### config.mk
export PLATFORM = sky130hd
export DESIGN_NAME = fetch_stage
export DESIGN_NICKNAME = d
export VERILOG_FILES = /design/src/rtl/pipeline_pkg.sv /design/src/rtl/if_id_reg.sv /design/src/rtl/fetch_stage.sv
export SDC_FILE = /design/constraint.sdc
export NUM_CORES = 1
export LEC_CHECK = 0
export CORE_MARGIN = 4
export CORE_UTILIZATION = 50
export CTS_BUF_LIST = sky130_fd_sc_hd__clkbuf_16
export CTS_CLUSTER_SIZE = 10
export DETAILED_ROUTE_END_ITERATION = 12
export PLACE_DENSITY = 0.85
export SYNTH_ARGS = -nofsm -noshare
export SYNTH_HDL_FRONTEND = slang
export SYNTH_SLANG_ARGS = --single-unit
### constraint.sdc
create_clock -name CLK -period 3.8 [get_ports CLK]
set_clock_uncertainty 0.2 [all_clocks]
set_input_delay 0.57 -clock CLK [delete_from_list [all_inputs] [get_ports CLK]]
set_output_delay 0.57 -clock CLK [all_outputs]
set_load 0.03 [all_outputs]
### src/rtl/pipeline_pkg.sv
// ---------------------------------------------------------------------------
// pipeline_pkg
// Shared definitions for the instruction-fetch front end.
//   NOP_INSTR     : bubble encoding (addi x0,x0,0)
//   EBREAK_INSTR  : encoding that halts fetch once latched
//   if_id_t       : contents of the IF/ID pipeline register
//   fetch_state_t : fetch controller state
// ---------------------------------------------------------------------------
package pipeline_pkg;

    localparam logic [31:0] NOP_INSTR    = 32'h0000_0013;
    localparam logic [31:0] EBREAK_INSTR = 32'h0010_0073;
    localparam logic [31:0] PC_STEP      = 32'd4;

    typedef struct packed {
        logic [31:0] pc;
        logic [31:0] pc4;
        logic [31:0] instr;
        logic        valid;
    } if_id_t;

    typedef enum logic {
        RUN    = 1'b0,
        HALTED = 1'b1
    } fetch_state_t;

endpackage

### src/rtl/if_id_reg.sv
// ---------------------------------------------------------------------------
// if_id_reg
// IF/ID pipeline register with load and bubble controls.
//   clk        : clock, rising edge
//   rst_n      : asynchronous active-low reset
//   i_load     : capture {i_pc, i_pc+4, i_instr, valid=1}
//   i_bubble   : replace instr/valid with a bubble, pc/pc4 keep their value
//   i_pc       : PC of the word being captured
//   i_instr    : instruction word being captured
//   o_pc/o_pc4/o_instr/o_valid : register contents
// Neither control asserted means hold. Bubble takes precedence over load.
// ---------------------------------------------------------------------------
module if_id_reg #(
    parameter logic [31:0] NOP_INSTR = 32'h0000_0013
) (
    input  logic        clk,
    input  logic        rst_n,
    input  logic        i_load,
    input  logic        i_bubble,
    input  logic [31:0] i_pc,
    input  logic [31:0] i_instr,
    output logic [31:0] o_pc,
    output logic [31:0] o_pc4,
    output logic [31:0] o_instr,
    output logic        o_valid
);
    import pipeline_pkg::*;

    if_id_t r_q;

    always_ff @(posedge clk or negedge rst_n) begin
        if (!rst_n) begin
            r_q.pc    <= 32'h0000_0000;
            r_q.pc4   <= 32'h0000_0000;
            r_q.instr <= NOP_INSTR;
            r_q.valid <= 1'b0;
        end else if (i_bubble) begin
            r_q.instr <= NOP_INSTR;
            r_q.valid <= 1'b0;
        end else if (i_load) begin
            r_q.pc    <= i_pc;
            r_q.pc4   <= i_pc + PC_STEP;
            r_q.instr <= i_instr;
            r_q.valid <= 1'b1;
        end
    end

    assign o_pc    = r_q.pc;
    assign o_pc4   = r_q.pc4;
    assign o_instr = r_q.instr;
    assign o_valid = r_q.valid;

endmodule

### src/rtl/fetch_stage.sv
// ---------------------------------------------------------------------------
// fetch_stage
// Instruction fetch: PC register, RUN/HALTED controller, fetch counter and
// the IF/ID register (if_id_reg).
//   CLK          : clock, rising edge
//   RESET_N      : asynchronous active-low reset
//   iaddr        : ROM byte address, equal to the PC register
//   idata        : ROM word for iaddr, same cycle
//   stall        : hold PC, IF/ID and counter
//   flush        : bubble into IF/ID
//   redirect     : taken branch/jump from EX, highest priority
//   redirect_pc  : redirect target (low two bits ignored)
//   if_id_*      : IF/ID register contents
//   halted       : fetch stopped after latching EBREAK
//   fetch_count  : number of valid words latched into IF/ID
// Cycle priority: redirect > flush > stall > normal advance.
// ---------------------------------------------------------------------------
module fetch_stage #(
    parameter logic [31:0] RESET_PC     = 32'h0000_0000,
    parameter logic [31:0] NOP_INSTR    = 32'h0000_0013,
    // Reset value of fetch_count; nonzero only to bring up the wrap path.
    parameter logic [31:0] COUNT_PRESET = 32'h0000_0000
) (
    input  logic        CLK,
    input  logic        RESET_N,
    output logic [31:0] iaddr,
    input  logic [31:0] idata,
    input  logic        stall,
    input  logic        flush,
    input  logic        redirect,
    input  logic [31:0] redirect_pc,
    output logic [31:0] if_id_pc,
    output logic [31:0] if_id_pc4,
    output logic [31:0] if_id_instr,
    output logic        if_id_valid,
    output logic        halted,
    output logic [31:0] fetch_count
);
    import pipeline_pkg::*;

    logic [31:0]  r_pc;
    logic [31:0]  r_fetch_count;
    logic         r_halted;
    fetch_state_t r_state;

    logic [31:0]  w_pc4;
    logic [31:0]  w_target;
    logic         w_advance;
    logic         w_bubble;
    logic         w_is_ebreak;
    logic         w_unused_low_bits;

    assign w_pc4       = r_pc + PC_STEP;
    assign w_target    = {redirect_pc[31:2], 2'b00};
    assign w_is_ebreak = (idata == EBREAK_INSTR);
    // Target is forced word-aligned, so its low bits carry no information.
    assign w_unused_low_bits = ^redirect_pc[1:0];

    // A real instruction is captured only when nothing else claims the cycle.
    assign w_advance = !redirect && !flush && !stall && (r_state == RUN);
    // While halted, every non-stalled cycle drops a bubble into IF/ID.
    assign w_bubble  = redirect || flush || (!stall && (r_state == HALTED));

    always_ff @(posedge CLK or negedge RESET_N) begin
        if (!RESET_N) begin
            r_pc          <= RESET_PC;
            r_state       <= RUN;
            r_halted      <= 1'b0;
            r_fetch_count <= COUNT_PRESET;
        end else if (redirect) begin
            // Redirect also recovers from a wrong-path EBREAK halt.
            r_pc     <= w_target;
            r_state  <= RUN;
            r_halted <= 1'b0;
        end else begin
            case (r_state)
                RUN: begin
                    if (flush) begin
                        if (!stall) begin
                            r_pc <= w_pc4;
                        end
                    end else if (!stall) begin
                        r_pc          <= w_pc4;
                        r_fetch_count <= r_fetch_count + 32'd1;
                        if (w_is_ebreak) begin
                            r_state  <= HALTED;
                            r_halted <= 1'b1;
                        end
                    end
                end
                HALTED: begin
                    r_halted <= 1'b1;
                end
                default: begin
                    r_state  <= RUN;
                    r_halted <= 1'b0;
                end
            endcase
        end
    end

    if_id_reg #(
        .NOP_INSTR (NOP_INSTR)
    ) u_if_id_reg (
        .clk      (CLK),
        .rst_n    (RESET_N),
        .i_load   (w_advance),
        .i_bubble (w_bubble),
        .i_pc     (r_pc),
        .i_instr  (idata),
        .o_pc     (if_id_pc),
        .o_pc4    (if_id_pc4),
        .o_instr  (if_id_instr),
        .o_valid  (if_id_valid)
    );

    assign iaddr       = r_pc;
    assign halted      = r_halted;
    assign fetch_count = r_fetch_count;

endmodule

After elaboration in Yosys (flattened, before gate mapping) --
Index checks and enable logic that the tools add are counted.
Cells by class: shift-type cells 0, divide/modulo/power cells 0, equal/unequal tests 6, bitwise logic cells 5, magnitude comparators 0, reduce and logical (&&, ||, !) cells 14, add/subtract/negate cells 2, multiply operators 0, mux-type cells 15
Operator list (count):
- $mux W32 | 3
- $mux W33 | 2
- $add A32 B1 Y32 const B | 1
- $add A32 B3 Y32 const B | 1
- $eq A32 B21 Y1 const B | 1
- $mux W1 | 9
- $ne A3 B3 Y1 const B | 3
- $not A1 Y1 | 5
- $logic_and A1 B1 Y1 | 4
- $reduce_and A2 Y1 | 2
- $reduce_and A4 Y1 | 1
- $logic_not A1 Y1 | 3
- $reduce_and A3 Y1 | 1
- $logic_or A1 B1 Y1 | 2
- $ne A2 B1 Y1 const B | 1
- $ne A2 B2 Y1 const B | 1
- $pmux W1 S2 | 1
- $reduce_bool A2 Y1 | 1
Word-level totals: flip-flop bits (word level) 163, bits in writable memories 0, ROM bits 0, latch bits 0, memories 0, bits of input ports 69, output and inout bits 162

Logic depth before layout (Yosys ltp) --
Gate-level depths: netlist (run 1).
word-level depth 6, depth in mapped cells 7

Hierarchy --
Synthesis (run 1) repeated with hierarchy kept, for this count alone.
Unflattened totals: cells, all modules 799, area, all modules 7591.0 µm²
Modules (own cells, without submodules):
- if_id_reg | cells each 433, area each 4187.8 µm², instances 1
- fetch_stage | cells each 366, area each 3403.3 µm², instances 1

Worst setup path after synthesis (run 1) --
OpenSTA, ideal clock, no wires.
path type register -> register, start point register r_pc[2], in the netlist iaddr[2], end point register u_if_id_reg.r_q, in the netlist u_if_id_reg.o_pc4[28], clock period less this slack 2624 ps, library setup time 82 ps, buffers on the path 1, path slack 1176 ps, data required time 3518 ps, stages on the path, launching flop included 7, arrival 2342 ps, cell sequence dfrtp_1 ha_1 nand3_2 or4_4 buf_2 or4_1 a31oi_1
On the way: longest elaborated chain between the ends 1
Ends and longest elaborated chain:
- start, declared | RTL line fetch_stage.sv:41 | logic [31:0] r_pc;
- start signal, assigned | RTL line fetch_stage.sv:72 | r_pc <= w_target;
- start signal, assigned | RTL line fetch_stage.sv:80 | r_pc <= w_pc4;
- start signal, assigned | RTL line fetch_stage.sv:83 | r_pc <= w_pc4;
- $add A32 B3 Y32 | RTL line if_id_reg.sv:42 | r_q.pc4 <= i_pc + PC_STEP;
- end, declared | RTL line if_id_reg.sv:29 | if_id_t r_q;
No other way between the ends. A chain may end at the register's enable or synchronous reset.

Worst setup path in the final report (run 1) --
start point input port stall, end point register r_fetch_count[19], in the netlist fetch_count[19]
On the way: longest elaborated chain between the ends 2
Ends and longest elaborated chain:
- start, declared | RTL line fetch_stage.sv:28 | input logic stall,
- $not A1 Y1 (no source line)
- $reduce_and A4 Y1 (no source line)
- end signal, assigned | RTL line fetch_stage.sv:84 | r_fetch_count <= r_fetch_count + 32'd1;
- end, declared | RTL line fetch_stage.sv:42 | logic [31:0] r_fetch_count;
No other way between the ends.

==> results of run 1 <==
## sequential cells by signal (all words and copies together), names as in the netlist
| register | cells |
|---|---|
| fetch_count | 32 |
| iaddr | 30 |
| halted | 1 |
| r_state | 1 |
| u_if_id_reg.o_pc4 | 30 |
| u_if_id_reg.o_instr | 32 |
| u_if_id_reg.o_valid | 1 |
| u_if_id_reg.o_pc | 30 |
## cell type report
type,instances,area [µm²]
Sequential cell,157,3930
Fill cell,996,3860
Multi-Input combinational cell,523,3080
Timing Repair Buffer,235,2320
Clock buffer,17,425
Tap cell,180,225
Clock inverter,15,178
Inverter,6,22.5
## metrics by stage
| step | hold slack, ns | cell area [µm²] | utilization |
|---|---|---|---|
| finish | -0.0172 | 10200 | 0.725 |
| global route | 0.0367 | 10200 | 0.725 |
| CTS | 0.00955 | 10200 | 0.725 |
| detailed placement | 0.263 | 9580 | 0.682 |
| global placement | 0.257 | 9580 | 0.682 |
| floorplan | 0.0744 | 7260 | - |
## power groups by stage
stage | Clock (mW) | Combinational (mW) | Sequential [mW]
floorplan | 0 | 0.306 | 2.38
global placement | 0 | 1.21 | 2.05
detailed placement | 0 | 1.23 | 2.06
CTS | 1.78 | 1.23 | 2.03
global route | 1.86 | 1.31 | 2.07
finish | 1.75 | 1.22 | 2.03
## per-layer routing
layer / global-route usage / share of wire
met2: 0.412 / 0.48
met3: 0.0688 / 0.072
met5: 0 / 0
met1: 0.337 / 0.42
met4: 0.104 / 0.027
## synthesized netlist by cell type (17+ instances only)
library cell | n | area, µm²
nand2_1 | 143 | 537
dfrtp_1 | 154 | 3850
nand4_1 | 28 | 175
clkbuf_1 | 40 | 150
xnor2_1 | 38 | 333
nand3_1 | 22 | 110
nor2_1 | 43 | 161
xor2_1 | 17 | 149
a22o_1 | 29 | 254
o21ai_0 | 27 | 135
or4_1 | 18 | 135
a31oi_1 | 32 | 200
## worst max path at each step
stage,slack [ns],startpoint,cells past startpoint,end
3_5_place_dp,0.52,stall,6,fetch_count[21]
4_1_cts,0.96,stall,5,fetch_count[30]
2_1_floorplan,1.18,iaddr[2],6,u_if_id_reg.o_pc4[28]
6_report,1.0,stall,6,fetch_count[19]
3_3_place_gp,0.54,stall,6,fetch_count[21]
5_1_grt,0.84,stall,6,fetch_count[21]
## cell families (layout without fill, tap and decap cells)
kind of cell,after synthesis,count (layout)
xor+xnor,55,55
other cells,1,6
mux,2,2
simple gates,333,333
fa+ha+maj,2,2
compound gates,125,125
buf+inv,61,273
flops,157,157
==> flow_summary.toml, run 1 <==
[placement]
numPortBuffers = 222
gp_congestion = 0.868
hpwl_mm = 14.6
dp_slack_ns = 0.525
placed_cells = 1101

[worst_setup_path]
critical-path-top-delay-family = "simple AND/OR/NAND/NOR gates"
path_class = "input pin to flop"
critPathMaxStageDelay_ns = 0.68
crit_chain = "clkdlybuf4s50_1, or4_2, buf_4, nor2_1, nand4_1, xnor2_1"
reg2reg_slack_ns = 1.07
timing.critical_path.buf_inv = 2
worst-endpoint-arrival_ns = 2.90
crit_slowest_cell = "or4_2"
r2r-start = "iaddr[2]"
critPathCaptureType = "flop"
critical_path_required_ns = 3.90
r2r-end = "iaddr[28]"
crit_fanout = 69
reg2reg_depth = 5
cp-start-kind = "input pin"

[sta]
fin_ws_ns = 0.996
hold_violations = 21
slew_violations = 0
tns_ns = 0
period_share = 0.738
period_minus_slack_ns = 2.80
worstMarginPinSlew_ns = 1.21
slew_headroom = 0.185
grt_setup_unrepaired = "false"
whs_ns = -0.0172
setup_viol = 0
max_freq_ghz = 0.357

[yosys]
synth_compound_area_frac = 0.115
synth_xor_xnor_area_share = 0.0666
synthAdderAreaFrac = 0.00346
ys_warn_count = 0
synth-simple-area-share = 0.233
ys.flop_type = "dfrtp_1"
syn_inst = 736
syn_area_per_cell_um2 = 9.83
synth_top_family_by_area = "simple AND/OR/NAND/NOR gates"
async_reset_ff_frac = 1.00
syn_area_um2 = 7240
yosysSeqAreaShare = 0.543
synth_cell_types = 44
ys_ff_latch = 157
synth-edff-count = 0
synth.mux.area_fraction = 0.00277

[global_routing]
grt_pass1_wl_mm = 33.5
grt_overflow = 0
grt_pass1_vias = 6395
grt_max_degree = 83
grtUsageTotal = 0.258
antenna_found_initial = 0

[routing]
via_count = 6417
routed_wl_mm = 20.7
vias_per_cell = 5.66
drt_first_pass_iters = 7
drt-initial-drc-count = 439
ant_nets = 0
routedWlPerCell_um = 18.3
drc_errors = 0

[cts]
ctsResizeCount = 0
cts_buffers = 17
clockRootBuffer = "clkbuf_16"
tritoncts = "done"
post_cts_buffers = 0
cts_buffer_depth = 2
hold_buffers = 0
clock_latency_ns = 0.42
cts_max_level = 4
cts.sinks = 157
path_clk_slew_ns = 0.06

[die]
die_width_um = 128
dieArea_um2 = 16500
io_pins = 231
fp.dieH_um = 128
initial_core_util = 0.515
core_um2 = 14000
fp-row-count = 43

[pwr]
intPower_mw = 3.44
ir_drop_v = 0.000361
clockPowerShare = 0.349
switching_share = 0.312
p_switching_mw = 1.56
seqPwrFrac = 0.406
p_comb_frac = 0.244
p_per_area_nw_per_um2 = 491
power_mw = 5.00
cellLeakagePower_nw = 4.24

[worst_hold_path]
min_path_type = "input pin to asynchronous set/reset pin"

[flow_run]
maxCapViolations = 0

[cells_and_area]
drive_above_1_share = 0.0546
fin_nets = 1011
final_cells = 1133
syn_to_final_growth_pct = 40.7
layout_common_cells = "clkdlybuf4s50_1, dfrtp_1, nand2_1, nor2_1, xnor2_1"
antenna_cells = 0
final_common_cell = "clkdlybuf4s50_1"

[run_status]
violations = "hold timing"
status = "finished with violations"
Power figures use the tool's default switching activity.
==> inputs of run 2 (changes only) <==
Settings changed: CORE_UTILIZATION 50 to 47, PLACE_DENSITY 0.85 to 0.81.
Clock period 3.8 ns to 2.6 ns, I/O delays scaled along.
==> flow_summary.toml, run 2 (synthesized netlist as in run 1, its figures left out) <==
[run_status]
status = "completed"

[worst_hold_path]
whs_endpoint = "u_if_id_reg.o_pc[10]"
min_path_type = "flop to flop"
hp-start = "u_if_id_reg.o_pc[10]"
worstHoldPathCells = 2

[cts]
tritoncts = "done"
cts_buffer_depth = 2
clock_latency_ns = 0.42
cts.sinks = 157
cts_buffers = 17
cts_max_level = 4
path_clk_slew_ns = 0.06
clockRootBuffer = "clkbuf_16"

[sta]
whs_ns = 0.273
hold_violations = 0
slew_headroom = 0.546
slew_violations = 0
tns_ns = 0
period_minus_slack_ns = 2.40
setup_viol = 0
grt_setup_unrepaired = "false"
worstMarginPinSlew_ns = 0.681
period_share = 0.924
fin_ws_ns = 0.197
max_freq_ghz = 0.416

[routing]
drc_errors = 0
routedWlPerCell_um = 17.8
drt_first_pass_iters = 5
ant_nets = 0
via_count = 6570
routed_wl_mm = 21.0
vias_per_cell = 5.57
drt-initial-drc-count = 445

[worst_setup_path]
crit_slowest_cell = "or4_4"
critPathMaxStageDelay_ns = 0.68
crit_chain = "ha_1, nand3_2, or4_4, or4_1, a31oi_1"
r2r-start = "iaddr[2]"
reg2reg_slack_ns = 0.20
critPathCaptureType = "flop"
r2r-end = "iaddr[22]"
path_class = "flop to flop"
worst-endpoint-arrival_ns = 2.54
crit_fanout = 24
critical_path_required_ns = 2.74
cp-start-kind = "flop"
reg2reg_depth = 5

[placement]
placed_cells = 1149
hpwl_mm = 15.2
place_area_um2 = 9940
numPortBuffers = 222
gp_congestion = 0.855
dp_slack_ns = -0.134

[die]
fp.dieH_um = 132
fp-row-count = 45
dieArea_um2 = 17500
die_width_um = 132
initial_core_util = 0.478
core_um2 = 15100
io_pins = 231

[pwr]
ir_drop_v = 0.000492
seqPwrFrac = 0.388
power_mw = 7.55
p_switching_mw = 2.28
intPower_mw = 5.27
clockPowerShare = 0.360
p_comb_frac = 0.253
cellLeakagePower_nw = 4.48
p_per_area_nw_per_um2 = 714
switching_share = 0.302

[cells_and_area]
syn_to_final_growth_pct = 46.2
layout_common_cells = "clkdlybuf4s50_1, dfrtp_1, nand2_1, buf_4, nor2_1"
final_common_cell = "clkdlybuf4s50_1"
final_cells = 1180
utilization = 0.699
fin_nets = 1052
fin_area_um2 = 10600
antenna_cells = 0
drive_above_1_share = 0.0917

[flow_run]
maxCapViolations = 0

[global_routing]
antenna_found_initial = 0
grt_pass1_wl_mm = 34.0
grt_max_degree = 69
grtUsageTotal = 0.241
grt_overflow = 0
grt_pass1_vias = 6334
==> run 2: cell count changes in the layout (fill, tap and decap cells not counted), moves of 2 or more <==
cell       change
buf_12         +4
buf_4         +36
bufinv_16      +2
clkinv_1       -4
clkinv_4       -2
inv_1          +4
==> run 2: per-layer routing <==
layer  routed length, µm  part of all wire  vias to the layer above  GRT usage
met5                   0                 0                        -          0
met4                 423             0.020                        0     0.0811
met3                1160             0.055                       27     0.0542
met2               10500              0.50                      230      0.397
met1                8960              0.43                     3192      0.318
li1                    -                 -                     3121          -
==> run 2: layout make-up <==
class                           count  area [µm²]
Clock buffer                       17         425
Clock inverter                     13         208
Fill cell                        1130        4560
Inverter                            6        22.5
Multi-Input combinational cell    523        3080
Sequential cell                   157        3930
Tap cell                          188         235
Timing Repair Buffer              276        2680
==> run 2: power by group through the flow <==
stage                     sequential, mW  clock, mW  combinational [mW]
after detailed placement            2.96          0                1.92
after global routing                2.96       2.84                2.03
after CTS                           2.93       2.74                1.93
final                               2.93       2.72                1.91
after global placement              2.95          0                1.89
after floorplan                     3.48          0               0.448
==> run 2: worst max-delay path by stage <==
stage | start | to | depth (start not counted)
after CTS | iaddr[2] | u_if_id_reg.o_pc4[28] | 5
final | iaddr[2] | iaddr[22] | 5
after global routing | iaddr[3] | u_if_id_reg.o_pc4[28] | 5
after floorplan | iaddr[3] | u_if_id_reg.o_pc4[28] | 6
after detailed placement | redirect | fetch_count[31] | 6
after global placement | redirect | fetch_count[19] | 7
==> run 2: critical path: cells and delay by family, from the launching register on <==
| kind | cells | cell delay, ns |
|---|---|---|
| and+or+nand+nor | 3 | 1.32 |
| DFF | 1 | 0.36 |
| adders and majority gates | 1 | 0.24 |
| AOI/OAI and AO/OA | 1 | 0.19 |
==> run 2: what timing repair did <==
action	CTS	global route
endpoints found under the hold margin	63	0
resized for setup	0	0
setup buffers	0	0
hold buffers	1	0
==> inputs of run 3 (changes only) <==
==> constraint.sdc (replaced) <==
create_clock -name CLK -period 2.6 [get_ports CLK]
set_clock_uncertainty 0.2 [all_clocks]
set_input_delay 0.78 -clock CLK [delete_from_list [all_inputs] [get_ports CLK]]
set_output_delay 0.78 -clock CLK [all_outputs]
set_load 0.03 [all_outputs]
==> flow_summary.toml, run 3 (synthesized netlist as in run 1, its figures left out) <==
[pwr]
ir_drop_v = 0.000491
cellLeakagePower_nw = 4.67
p_per_area_nw_per_um2 = 695

[routing]
drc_errors = 0
routedWlPerCell_um = 17.8
ant_nets = 0
routed_wl_mm = 21.3
drt_first_pass_iters = 5
vias_per_cell = 5.53
drt-initial-drc-count = 476
via_count = 6609

[global_routing]
grt_pass1_wl_mm = 34.2
antenna_found_initial = 0
grtUsageTotal = 0.243
grt_pass1_vias = 6478
grt_overflow = 0
grt_max_degree = 56

[worst_setup_path]
timing.critical_path.buf_inv = 1
worst-endpoint-arrival_ns = 1.58
critPathMaxStageDelay_ns = 0.71
reg2reg_slack_ns = 0.19
crit_slowest_cell = "clkdlybuf4s50_1"
crit_chain = "clkdlybuf4s50_1"
critPathCaptureType = "output pin"
critical-path-top-delay-family = "buffers and inverters"
path_class = "flop to output pin"
crit_fanout = 5
critical_path_required_ns = 1.62
cp-start-kind = "flop"

[flow_run]
maxCapViolations = 0

[cells_and_area]
utilization = 0.707
syn_to_final_growth_pct = 48.0
n_fill_cell = 1144
drive_above_1_share = 0.112
final_common_cell = "clkdlybuf4s50_1"
antenna_cells = 0
fin_nets = 1065
layout_common_cells = "clkdlybuf4s50_1, dfrtp_1, nand2_1, buf_4, nor2_1"
fin_area_um2 = 10700

[sta]
slew_headroom = 0.646
whs_ns = 0.106
max_freq_ghz = 0.390
worstMarginPinSlew_ns = 0.532
setup_viol = 0
slew_violations = 0
grt_setup_unrepaired = "false"
hold_violations = 0
period_share = 0.986
period_minus_slack_ns = 2.56

[die]
fp-row-count = 45
io_pins = 231
fp.dieH_um = 132
core_um2 = 15100
initial_core_util = 0.478
dieArea_um2 = 17500
die_width_um = 132

[cts]
cts_buffers = 17
clockRootBuffer = "clkbuf_16"
hold_buffers = 0
clock_latency_ns = 0.42
tritoncts = "done"
cts_max_level = 4
path_clk_slew_ns = 0.06
cts_buffer_depth = 2
cts.sinks = 157

[placement]
place_area_um2 = 10100
gp_congestion = 0.870
hpwl_mm = 15.7
numPortBuffers = 222

[run_status]
status = "completed"

[worst_hold_path]
min_path_type = "input pin to asynchronous set/reset pin"
## run 3: final cells by class
class / count / area, µm² / share of cell area
clock buffers: 17 / 425 / 0.0397
clock inverters: 15 / 195 / 0.0182
repair buffers: 289 / 2810 / 0.262
inverters: 6 / 22.5 / 0.00210
flip-flops and latches: 157 / 3930 / 0.367
multi-input cells: 523 / 3090 / 0.288
well taps: 188 / 235 / 0.0220
## run 3: what timing repair did
action	in CTS	in global routing
buffers inserted	0	1
pin swaps	0	1
gates resized for setup	18	13
setup endpoints to repair	28	17
## run 3: metrics by stage
stage	total power, mW	instances	setup TNS, ns	setup WS, ns
floorplan	3.93	741	0	0.000672
global placement	4.86	1162	-34.66	-0.516
detailed placement	4.90	1162	-33.25	-0.501
CTS	7.50	1194	0	0.00241
global route	7.73	1195	0	0.00141
finish	7.45	1195	0	0.0355
## run 3: layer usage
metal	wire (µm)	GRT usage	vias up
met2	10500	0.402	233
met3	1260	0.0546	31
li1	-	-	3143
met5	0	0	-
met4	403	0.0758	0
met1	9100	0.320	3202
## run 3: worst paths after layout
check	start	depth (start not counted)	endpoint
max	fetch_count[18]	1	fetch_count[18]
min reg2reg	u_if_id_reg.o_pc[2]	2	u_if_id_reg.o_pc[2]
max reg2reg	iaddr[2]	5	iaddr[28]
max in group asynchronous	RESET_N	2	u_if_id_reg.o_pc4[14]
min in group CLK	u_if_id_reg.o_pc[2]	2	u_if_id_reg.o_pc[2]
min	RESET_N	1	u_if_id_reg.o_instr[18]
## run 3: power by group
group / switching [mW] / total [mW] / internal, mW
logic: 1.12 / 1.91 / 0.784
registers: 0.210 / 2.92 / 2.71
clock network: 1.02 / 2.62 / 1.60
